===== src/rtl/se_ctx_loader_pkg.sv =====
// Shared widths, packet beat indices and FSM encodings
// for the SE context loader.
package se_ctx_loader_pkg;

    localparam int DATA_W = 16;
    localparam int SW_W   = 4;
    localparam int CONF_W = 4 * SW_W;
    localparam int N_CTX  = 4;
    localparam int CTX_W  = 2;

    localparam logic [1:0] BEAT_W0 = 2'd0;
    localparam logic [1:0] BEAT_W1 = 2'd1;
    localparam logic [1:0] BEAT_W2 = 2'd2;

    typedef enum logic [1:0] {
        ST_IDLE   = BEAT_W0,
        ST_W1     = BEAT_W1,
        ST_W2     = BEAT_W2,
        ST_COMMIT = 2'd3
    } state_t;

endpackage


===== src/rtl/se_ctx_store.sv =====
// N_CTX-entry context register file, one write and one read port,
// with write data bypassed onto a same-cycle read of that entry.
module se_ctx_store #(
    parameter int N_CTX   = 4,
    parameter int CTX_W   = 2,
    parameter int ENTRY_W = 48
) (
    input  logic               clk,
    input  logic               rst_n,
    input  logic               we,
    input  logic [CTX_W-1:0]   waddr,
    input  logic [ENTRY_W-1:0] wdata,
    input  logic [CTX_W-1:0]   raddr,
    output logic [ENTRY_W-1:0] rdata
);

    logic [ENTRY_W-1:0] mem [N_CTX];

    always_ff @(posedge clk) begin
        if (!rst_n) begin
            for (int i = 0; i < N_CTX; i++) begin
                mem[i] <= '0;
            end
        end else if (we) begin
            mem[waddr] <= wdata;
        end
    end

    assign rdata = (we && (waddr == raddr)) ? wdata : mem[raddr];

endmodule


===== src/rtl/se_ctx_loader.sv =====
// Config-bus packet loader feeding the switch element with the
// routing word and constants of the active context.
module se_ctx_loader #(
    parameter int DATA_W = se_ctx_loader_pkg::DATA_W,
    parameter int SW_W   = se_ctx_loader_pkg::SW_W,
    parameter int N_CTX  = se_ctx_loader_pkg::N_CTX,
    parameter int CTX_W  = se_ctx_loader_pkg::CTX_W,
    parameter int ID_W   = 6,
    parameter int PE_ID  = 0
) (
    input  logic              CLK,
    input  logic              RST_N,
    input  logic              CFG_VALID,
    output logic              CFG_READY,
    input  logic [ID_W-1:0]   CFG_ID,
    input  logic [CTX_W-1:0]  CFG_CTX,
    input  logic              CFG_LAST,
    input  logic [DATA_W-1:0] CFG_DATA,
    input  logic              CTX_SWITCH,
    input  logic [CTX_W-1:0]  CTX_SEL,
    output logic [4*SW_W-1:0] CONF_SE,
    output logic [DATA_W-1:0] CONST_A,
    output logic [DATA_W-1:0] CONST_B,
    output logic [CTX_W-1:0]  ACT_CTX,
    output logic              BUSY,
    output logic              ERR
);

    import se_ctx_loader_pkg::*;

    localparam int CW      = 4 * SW_W;
    localparam int ENTRY_W = CW + 2 * DATA_W;

    state_t state, state_nx;

    logic [CW-1:0]     stg_conf;
    logic [DATA_W-1:0] stg_a;
    logic [DATA_W-1:0] stg_b;
    logic [CTX_W-1:0]  tgt_ctx;

    logic ready_q, busy_q, err_q;
    logic hit;
    logic ld_w0, ld_a, ld_b, set_err, commit;

    logic [CTX_W-1:0]   act_q, next_act;
    logic [ENTRY_W-1:0] rd_entry;
    logic [CW-1:0]      conf_q;
    logic [DATA_W-1:0]  a_q, b_q;

    assign hit = CFG_VALID && ready_q
              && (CFG_ID == ID_W'(PE_ID));

    always_comb begin
        state_nx = state;
        ld_w0    = 1'b0;
        ld_a     = 1'b0;
        ld_b     = 1'b0;
        set_err  = 1'b0;
        commit   = 1'b0;
        unique case (state)
            ST_IDLE: begin
                if (hit) begin
                    ld_w0 = 1'b1;
                    if (CFG_LAST) set_err  = 1'b1;
                    else          state_nx = ST_W1;
                end
            end
            ST_W1: begin
                if (hit) begin
                    ld_a = 1'b1;
                    if (CFG_LAST) begin
                        set_err  = 1'b1;
                        state_nx = ST_IDLE;
                    end else begin
                        state_nx = ST_W2;
                    end
                end
            end
            ST_W2: begin
                if (hit) begin
                    ld_b = 1'b1;
                    if (!CFG_LAST) begin
                        set_err  = 1'b1;
                        state_nx = ST_IDLE;
                    end else begin
                        state_nx = ST_COMMIT;
                    end
                end
            end
            ST_COMMIT: begin
                commit   = 1'b1;
                state_nx = ST_IDLE;
            end
            default: state_nx = ST_IDLE;
        endcase
    end

    // READY and BUSY are registered from the next state so
    // every output comes straight off a flop.
    always_ff @(posedge CLK) begin
        if (!RST_N) begin
            state    <= ST_IDLE;
            ready_q  <= 1'b1;
            busy_q   <= 1'b0;
            err_q    <= 1'b0;
            stg_conf <= '0;
            stg_a    <= '0;
            stg_b    <= '0;
            tgt_ctx  <= '0;
        end else begin
            state   <= state_nx;
            ready_q <= (state_nx != ST_COMMIT);
            busy_q  <= (state_nx != ST_IDLE);
            if (set_err) err_q <= 1'b1;
            if (ld_w0) begin
                stg_conf <= CFG_DATA[CW-1:0];
                tgt_ctx  <= CFG_CTX;
            end
            if (ld_a) stg_a <= CFG_DATA;
            if (ld_b) stg_b <= CFG_DATA;
        end
    end

    assign next_act = CTX_SWITCH ? CTX_SEL : act_q;

    se_ctx_store #(
        .N_CTX   (N_CTX),
        .CTX_W   (CTX_W),
        .ENTRY_W (ENTRY_W)
    ) u_store (
        .clk   (CLK),
        .rst_n (RST_N),
        .we    (commit),
        .waddr (tgt_ctx),
        .wdata ({stg_conf, stg_a, stg_b}),
        .raddr (next_act),
        .rdata (rd_entry)
    );

    always_ff @(posedge CLK) begin
        if (!RST_N) begin
            act_q  <= '0;
            conf_q <= '0;
            a_q    <= '0;
            b_q    <= '0;
        end else begin
            act_q  <= next_act;
            conf_q <= rd_entry[ENTRY_W-1 -: CW];
            a_q    <= rd_entry[2*DATA_W-1 -: DATA_W];
            b_q    <= rd_entry[DATA_W-1:0];
        end
    end

    assign CFG_READY = ready_q;
    assign BUSY      = busy_q;
    assign ERR       = err_q;
    assign ACT_CTX   = act_q;
    assign CONF_SE   = conf_q;
    assign CONST_A   = a_q;
    assign CONST_B   = b_q;

endmodule


===== config.mk =====
export PLATFORM = sky130hd
export DESIGN_NAME = se_ctx_loader
export DESIGN_NICKNAME = d
export VERILOG_FILES = /design/src/rtl/se_ctx_loader_pkg.sv /design/src/rtl/se_ctx_store.sv /design/src/rtl/se_ctx_loader.sv
export SDC_FILE = /design/constraint.sdc
export NUM_CORES = 1
export LEC_CHECK = 0
export ABC_AREA = 1
export CORE_UTILIZATION = 40
export CTS_BUF_LIST = sky130_fd_sc_hd__clkbuf_16
export DETAILED_ROUTE_END_ITERATION = 12
export HOLD_SLACK_MARGIN = 0.05
export SLEW_MARGIN = 15
export SYNTH_ARGS = -nofsm -noshare
export SYNTH_HDL_FRONTEND = slang
export SYNTH_HIERARCHICAL = 1
export SYNTH_SLANG_ARGS = --single-unit

===== constraint.sdc =====
create_clock -name CLK -period 8.9 [get_ports CLK]
set_input_delay 2.225 -clock CLK [delete_from_list [all_inputs] [get_ports CLK]]
set_output_delay 2.225 -clock CLK [all_outputs]
set_load 0.02 [all_outputs]

==> results.yml, run 1 <==
synthesis:
  synth.yosys.warnings: 6
  synthesis.area_sq_um: 13390
  ys_top_cells_by_area: "edfxtp_1, dfxtp_1, nand2_1"
  synth-seq-area-share: 0.5876
  postSynthCellCount: 1621
  synthDominantAreaCellType: "edfxtp_1"
  number_of_nets_in_the_synthesized_netlist: 1652
  synth_cell_types: 26
  yosys.area.top_type_share: 0.4306
  synth_area_per_inst_sq_um: 8.261
  synth-seq-cells: 297
clock_network:
  post-cts-setup-buffer-count: 0
  cts-root-to-sink-buffers: 3
  cts_resized: 0
  clk-insertion-delay-late_ns: 0.52
  cts_made_buffers: 34
  htree_num_levels: 2
  cts-hold-fix-buffers: 0
  clock_sinks: 297
  cts_tree: "done"
  clk_root_buffer_cell: "clkbuf_16"
  clkTransAtPathRegs_ns: 0.06
floorplanning:
  die-height_microns: 185.0
  core_area_sq_um: 32700
  die_area_sq_um: 34210
  io_pins: 84
  floorplan.rows: 66
  die_w_microns: 185.0
  initial_core_util: 0.4095
critical_path:
  path_class: "in2reg"
  worst_setup_path_end_kind: "flip-flop"
  timing.critical_path.required_ns: 9.31
  worst_ep_arrival_time_ns: 5.74
  timing.critical_path.from_type: "input port"
  crit_path_max_fanout: 49
routing:
  routed_via_count_divided_by_cell_count: 4.872
  drt_pre_antenna_iters: 5
  antenna_violating_nets_post_route: 0
  drt_first_iter_violations: 878
  vias: 10400
  post_drt_wl_per_cell_microns: 16.83
  routed_wirelength_microns: 35920
  drcViolationCount: 0
place:
  detailed_place_hpwl_microns: 20140
  place_congestion: 0.7650
  number_of_instances_in_the_placed_design: 2072
  portBuffers: 83
timing:
  report.final.hold_viol_count: 0
  setup-tns-final_ns: 0
  fmax_mhz: 187.6
  least_margin_pin_slew_ns: 1.144
  max-slew-margin-rel: 0.2373
  final_min_period_over_clock_period: 0.5990
  final_max_slew_viol_count: 0
  period_needed_ns: 5.331
  worst_clock_skew_ns: 0.01897
  rsz0062_at_grt: "no"
  setup_violations: 0
pwr:
  pwr-share-seq: 0.479
  power_per_cell_area_nw_per_um2: 204.3
  cellLeakagePower_nw: 6.729
  power_switching_share: 0.2346
  clk_network_pwr_share: 0.434
  p_total_mw: 3.186
  irDropWorstVdd_mv: 0.1248
  comb_power_share: 0.087
  p_int_mw: 2.438
  switching_power_mw: 0.7476
grt:
  grt_max_degree: 97
  vias_in_the_first_global_route: 10010
  global_route_wire_length_before_repair_microns: 56600
  gr-total-overflow: 0
  antenna_found_initial: 0
  groute.usage.overall: 0.2171
flow_run:
  timing.max_cap.violations: 0
finish:
  drive_above_1_share: 0.05319
  design.final.nets: 1697
  area_growth_syn_to_layout_pct: 16.48
  num_antenna_cells: 0
  cell_count_final_fillers_out: 2134
hold_path:
  hp-class: "reg2reg"
outcome:
  status: "finished, final reports clean"
stage by stage:
step / worst slack (ns) / hold WS [ns] / utilization / area [sq um]
after global routing: 3.343 / 0.4797 / 0.4770 / 15600
after detailed placement: 3.112 / 0.4467 / 0.4431 / 14490
after CTS: 3.632 / 0.4561 / 0.4770 / 15600
after floorplan: 4.192 / 0.4537 / - / 13390
final: 3.569 / 0.4490 / 0.4770 / 15600
after global placement: 3.183 / 0.4445 / 0.4431 / 14490
worst paths after layout:
check              from    endpoint  slack (ns)  cells past startpoint
max          CTX_SWITCH  CONST_A[5]        3.57                     15
min                 ERR         ERR        0.45                      2
max reg2reg  ACT_CTX[1]  CONST_A[5]        5.51                     12
min reg2reg         ERR         ERR        0.45                      2
power by group through the flow:
stage / clock network, mW / registers, mW / logic [mW]
final: 1.38 / 1.53 / 0.278
after floorplan: 0 / 1.58 / 0.144
after global routing: 1.47 / 1.53 / 0.309
after detailed placement: 0 / 1.56 / 0.279
after CTS: 1.41 / 1.53 / 0.280
after global placement: 0 / 1.55 / 0.276
layout make-up:
| class | instances | area (sq um) |
|---|---|---|
| multi-input combinational | 924 | 3949 |
| inverter | 307 | 1154 |
| timing repair buffer | 102 | 968.4 |
| tap | 442 | 553.0 |
| fill | 3241 | 17100 |
| clock inverter | 25 | 180.2 |
| sequential | 297 | 7868 |
| clock buffer | 37 | 925.9 |
cells in the mapped netlist, drive strengths merged:
cell      n
nand2   446
o211ai    1
nor2    187
buf      58
clkbuf   35
o31ai     1
nand3b    1
edfxtp  192
o21ai    18
dfxtp   105
inv     306
clkinv    1
nor3     48
a21oi    38
nand3   184
registers in the layout, indices dropped and copies added (netlist names), 2 cells and up:
name / count
ACT_CTX: 2
CONF_SE: 16
CONST_A: 16
CONST_B: 16
state: 2
stg_a: 16
stg_b: 16
stg_conf: 16
tgt_ctx: 2
u_store/mem: 192
cells by family after synthesis:
| group | after synthesis | share of synthesized area |
|---|---|---|
| and+or+nand+nor | 866 | 0.2685 |
| buffers and inverters | 400 | 0.1218 |
| DFF | 297 | 0.5876 |
| AOI/OAI and AO/OA | 58 | 0.02205 |
worst max-delay path: stages:
cell             delay (ns)
clkdlybuf4s50_1        0.51
inv_1                  0.06
nand2_1                0.09
nand2_2                0.07
inv_2                  0.04
buf_4                  0.56
nand2_1                0.14
nand2_2                0.09
buf_4                  0.53
nand3_2                0.64
buf_4                  0.48
nand2_1                0.11
nand2_1                0.06
nand2_1                0.06
inv_1                  0.04
metal layers:
metal / vias to the layer above / wire, microns / track usage
met2: 312 / 17030 / 0.3651
li1: 5092 / - / -
met5: - / 0 / 0
met1: 4935 / 15800 / 0.2864
met3: 57 / 2264 / 0.03696
met4: 0 / 824 / 0.06281
cells in the final DEF, fill, tap and decap left out:
cell	synthesis	layout
clkbuf_16	0	37
edfxtp_1	192	192
nor2_2	2	1
clkdlybuf4s50_1	0	82
nand3_2	1	1
nand2_2	4	9
o21ai_4	0	1
nor2_1	183	183
o21ai_0	8	7
nor2_8	1	1
buf_4	7	19
a21oi_1	38	38
nand3b_1	1	1
bufinv_16	0	3
nand2_1	441	434
dfxtp_1	105	105
nor3_1	48	48
buf_2	40	1
o211ai_1	1	1
clkinv_2	1	7
nand3_1	183	183
inv_2	4	4
clkinv_1	0	8
nand2_4	1	3
inv_1	302	310
nor2_4	1	2
o31ai_4	0	1
o21ai_1	10	10
(Power assumes the default switching activity.)
==> run 2, diff against run 1 <==
==> constraint.sdc (replaced) <==
create_clock -name CLK -period 5.1 [get_ports CLK]
set_input_delay 1.275 -clock CLK [delete_from_list [all_inputs] [get_ports CLK]]
set_output_delay 1.275 -clock CLK [all_outputs]
set_load 0.02 [all_outputs]
==> results.yml, run 2 (same netlist as run 1, synthesis figures left out) <==
hold_path:
  min_from: "ERR"
  min_delay_path_depth: 2
  worst_hold_path.endpoint: "ERR"
  hp-class: "reg2reg"
critical_path:
  regToRegStartpoint: "state[1]"
  worst_setup_path_end_kind: "flip-flop"
  critical_path.reg2reg.endpoint: "u_store/mem[3][19]"
  internal_reg_to_reg_setup_slack_ns: 2.38
  timing.critical_path.from_type: "input port"
  path_class: "in2reg"
  worst_ep_arrival_time_ns: 3.74
  timing.critical_path.required_ns: 5.49
  worstRegToRegCells: 5
  crit_path_max_fanout: 24
floorplanning:
  die_area_sq_um: 34210
  io_pins: 84
  floorplan.rows: 66
  die_w_microns: 185.0
  core_area_sq_um: 32700
  initial_core_util: 0.4095
  die-height_microns: 185.0
routing:
  vias: 10380
  routed_via_count_divided_by_cell_count: 4.858
  drcViolationCount: 0
  drt_pre_antenna_iters: 5
  post_drt_wl_per_cell_microns: 16.85
  antenna_violating_nets_post_route: 0
  drt_first_iter_violations: 990
  routed_wirelength_microns: 36020
clock_network:
  cts_tree: "done"
  cts_resized: 0
  cts-root-to-sink-buffers: 3
  clk_root_buffer_cell: "clkbuf_16"
  cts-hold-fix-buffers: 0
  cts_made_buffers: 34
  clock_sinks: 297
  htree_num_levels: 2
  clk-insertion-delay-late_ns: 0.51
  clkTransAtPathRegs_ns: 0.06
  post-cts-setup-buffer-count: 0
place:
  detailed_place_hpwl_microns: 20020
  place_congestion: 0.7630
  portBuffers: 83
timing:
  period_needed_ns: 3.346
  final_max_slew_viol_count: 0
  report.final.hold_viol_count: 0
  least_margin_pin_slew_ns: 1.174
  final_min_period_over_clock_period: 0.6562
  max-slew-margin-rel: 0.2176
  fmax_mhz: 298.8
  worst_clock_skew_ns: 0.01395
  rsz0062_at_grt: "no"
  setup-tns-final_ns: 0
  setup_violations: 0
pwr:
  cellLeakagePower_nw: 6.767
  irDropWorstVdd_mv: 0.2450
  p_total_mw: 5.596
  power_per_cell_area_nw_per_um2: 357.1
grt:
  antenna_found_initial: 0
  grt_max_degree: 97
  global_route_wire_length_before_repair_microns: 56810
  gr-total-overflow: 0
  vias_in_the_first_global_route: 10270
  groute.usage.overall: 0.2199
finish:
  drive_above_1_share: 0.05546
  mostFrequentLayoutCells: "nand2_1, inv_1, edfxtp_1"
  num_antenna_cells: 0
  largest-register: "u_store/mem"
  n_fill_cell: 3185
  final_common_cell: "nand2_1"
  design.final.nets: 1700
  area_growth_syn_to_layout_pct: 17.03
  utilization: 0.4792
  largest_register_ffs: 192
outcome:
  status: "finished, final reports clean"
flow_run:
  timing.max_cap.violations: 0
## run 2: layer usage
metal / routed length [microns] / GRT usage / up-vias
met3: 2664 / 0.03618 / 64
li1: - / - / 5101
met5: 0 / 0 / -
met1: 15320 / 0.2852 / 4859
met2: 17150 / 0.3702 / 358
met4: 885 / 0.07736 / 0
## run 2: worst max-delay path: stages
cell	delay [ns]
clkdlybuf4s50_1	0.50
inv_1	0.06
nand2_1	0.12
nand2_4	0.15
a21oi_1	0.22
nand3_2	0.62
buf_4	0.49
nand2_1	0.11
nand2_1	0.05
nand2_1	0.06
inv_1	0.05
## run 2: power breakdown
part | switching, mW | internal [mW]
sequential | 0.0238 | 2.64
combinational | 0.319 | 0.167
clock | 0.945 | 1.50
total | 1.29 | 4.31
## run 2: final cells by class
| class | count | area (sq um) | share of cell area |
|---|---|---|---|
| timing repair buffer | 105 | 1016 | 0.06483 |
| clock inverter | 25 | 206.4 | 0.01317 |
| inverter | 307 | 1154 | 0.07361 |
| tap | 442 | 553.0 | 0.03529 |
| clock buffer | 37 | 925.9 | 0.05908 |
| multi-input combinational | 924 | 3949 | 0.2520 |
| sequential | 297 | 7868 | 0.5020 |
## run 2: worst max path at each step
stage,startpoint,endpoint,slack (ns)
after floorplan,state[1],u_store/mem[3][0],0.39
after global placement,CTX_SWITCH,CONST_B[5],1.29
after detailed placement,CTX_SWITCH,CONST_B[5],1.26
after CTS,CTX_SWITCH,CONST_B[2],1.78
after global routing,CTX_SWITCH,CONST_B[6],1.59
final,CTX_SWITCH,CONST_B[5],1.75
## run 2: stage by stage
step | instances | worst slack (ns) | instance area, sq um | hold WS [ns]
after floorplan | 1621 | 0.3924 | 13390 | 0.4537
after global placement | 2075 | 1.285 | 14540 | 0.4441
after detailed placement | 2075 | 1.261 | 14540 | 0.4515
after CTS | 2137 | 1.782 | 15670 | 0.4604
after global routing | 2137 | 1.590 | 15670 | 0.4927
final | 2137 | 1.754 | 15670 | 0.4574
==> run 3, diff against run 2 <==
==> constraint.sdc (replaced) <==
create_clock -name CLK -period 3.3 [get_ports CLK]
set_input_delay 0.825 -clock CLK [delete_from_list [all_inputs] [get_ports CLK]]
set_output_delay 0.825 -clock CLK [all_outputs]
set_load 0.02 [all_outputs]
==> results.yml, run 3 (same netlist as run 1, synthesis figures left out) <==
finish:
  num_antenna_cells: 0
  design.final.nets: 1704
  largest_register_ffs: 192
  n_fill_cell: 3219
  mostFrequentLayoutCells: "nand2_1, inv_1, edfxtp_1"
  multiInputGateArea_sq_um: 3949
  cell_count_final_fillers_out: 2140
  final_common_cell: "nand2_1"
  largest-register: "u_store/mem"
  seqCellArea_sq_um: 7868
  drive_above_1_share: 0.05300
  area_growth_syn_to_layout_pct: 16.21
floorplanning:
  io_pins: 84
  die_w_microns: 185.0
  floorplan.rows: 66
  die_area_sq_um: 34210
  core_area_sq_um: 32700
  die-height_microns: 185.0
  initial_core_util: 0.4095
critical_path:
  regToRegStartpoint: "state[1]"
  critPathMaxStageDelay_ns: 0.63
  crit_chain: "clkdlybuf4s50_1"
  worst_setup_path_end_kind: "primary output"
  worst_ep_arrival_time_ns: 1.60
  crit_path_max_fanout: 1
  worst-path-buf-inv: 1
  cp_top_family: "buffers and inverters"
  critPathSlowestCell: "clkdlybuf4s50_1"
  timing.critical_path.from_type: "flip-flop"
  critical_path.startpoint: "CONF_SE[5]"
  path_class: "reg2out"
  timing.critical_path.required_ns: 2.47
routing:
  routed_wirelength_microns: 36110
  antenna_violating_nets_post_route: 0
  routed_via_count_divided_by_cell_count: 4.815
  drt_pre_antenna_iters: 5
  drt_first_iter_violations: 645
  vias: 10310
  post_drt_wl_per_cell_microns: 16.87
  drcViolationCount: 0
clock_network:
  cts-root-to-sink-buffers: 3
  clock_sinks: 297
  clk_root_buffer_cell: "clkbuf_16"
  cts_made_buffers: 31
  clk-insertion-delay-late_ns: 0.57
  cts_tree: "done"
  clkTransAtPathRegs_ns: 0.06
  htree_num_levels: 1
  cts_resized: 0
  cts-hold-fix-buffers: 0
  post-cts-setup-buffer-count: 0
place:
  place_congestion: 0.7725
  number_of_instances_in_the_placed_design: 2082
  portBuffers: 83
  detailed_place_hpwl_microns: 20390
timing:
  period_needed_ns: 2.423
  max-slew-margin-rel: 0.2177
  least_margin_pin_slew_ns: 1.173
  setup_violations: 0
  fmax_mhz: 412.7
  final_max_slew_viol_count: 0
  report.final.hold_viol_count: 0
  worst_clock_skew_ns: 0.01189
  rsz0062_at_grt: "no"
  fin_hold_ws_ns: 0.4523
  final_min_period_over_clock_period: 0.7342
  setup-tns-final_ns: 0
pwr:
  clk_network_pwr_share: 0.398
  comb_power_share: 0.094
  pwr-share-seq: 0.508
  switching_power_mw: 1.943
  power_per_cell_area_nw_per_um2: 520.1
  power_switching_share: 0.2401
  p_total_mw: 8.093
  p_int_mw: 6.150
  irDropWorstVdd_mv: 0.3562
  cellLeakagePower_nw: 6.735
grt:
  gr-total-overflow: 0
  groute.usage.overall: 0.2178
  global_route_wire_length_before_repair_microns: 56590
  vias_in_the_first_global_route: 10230
  grt_max_degree: 97
  antenna_found_initial: 0
outcome:
  status: "finished, final reports clean"
flow_run:
  timing.max_cap.violations: 0
hold_path:
  hp-class: "reg2reg"
  min_from: "ERR"
run 3: cell types whose count changed in the layout (fill, tap and decap cells not counted):
cell	change
bufinv_16	-3
inv_6	+1
buf_4	+4
clkinv_2	-4
clkinv_1	+3
clkbuf_16	-5
inv_1	+4
buf_12	+3
run 3: final cells by class:
cell class              count  area share
clock buffers              32     0.05146
clock inverters            26    0.008443
inverters                 307     0.07413
multi-input cells         924      0.2538
flip-flops and latches    297      0.5056
well taps                 442     0.03554
repair buffers            112     0.07108
run 3: stage by stage:
stage	setup WS, ns	utilization	instance area [sq um]
after floorplan	0.07818	-	13400
after CTS	0.8610	0.4759	15560
final	0.8770	0.4759	15560
after global placement	0.4089	0.4474	14630
after global routing	0.7788	0.4759	15560
after detailed placement	0.3699	0.4474	14630
run 3: worst min-delay path, delay by kind of cell (launching register included):
family	cells	cell delay, ns
AO/OA/AOI/OAI	1	0.05
buffers and inverters	1	0.05
flip-flops	1	0.31
run 3: path summary, 6_finish.rpt:
path                 end  slack, ns  cells after the start
min reg2reg          ERR       0.45                      2
max reg2reg  CONST_A[15]       1.25                     10
min                  ERR       0.45                      2
max           CONF_SE[5]       0.88                      1
run 3: metal layers:
layer / wire (microns) / vias up / share of wire / track usage
met2: 18100 / 272 / 0.50 / 0.3911
met5: 0 / - / 0 / 0
li1: - / 5107 / - / -
met4: 810 / 0 / 0.022 / 0.06116
met3: 1904 / 56 / 0.053 / 0.02713
met1: 15300 / 4870 / 0.42 / 0.2734
run 3: power groups by stage:
stage / logic (mW) / clock network (mW) / registers, mW
final: 0.760 / 3.22 / 4.11
after global routing: 0.841 / 3.44 / 4.13
after CTS: 0.767 / 3.30 / 4.12
after detailed placement: 0.763 / 0 / 4.19
after global placement: 0.754 / 0 / 4.19
after floorplan: 0.388 / 0 / 4.25
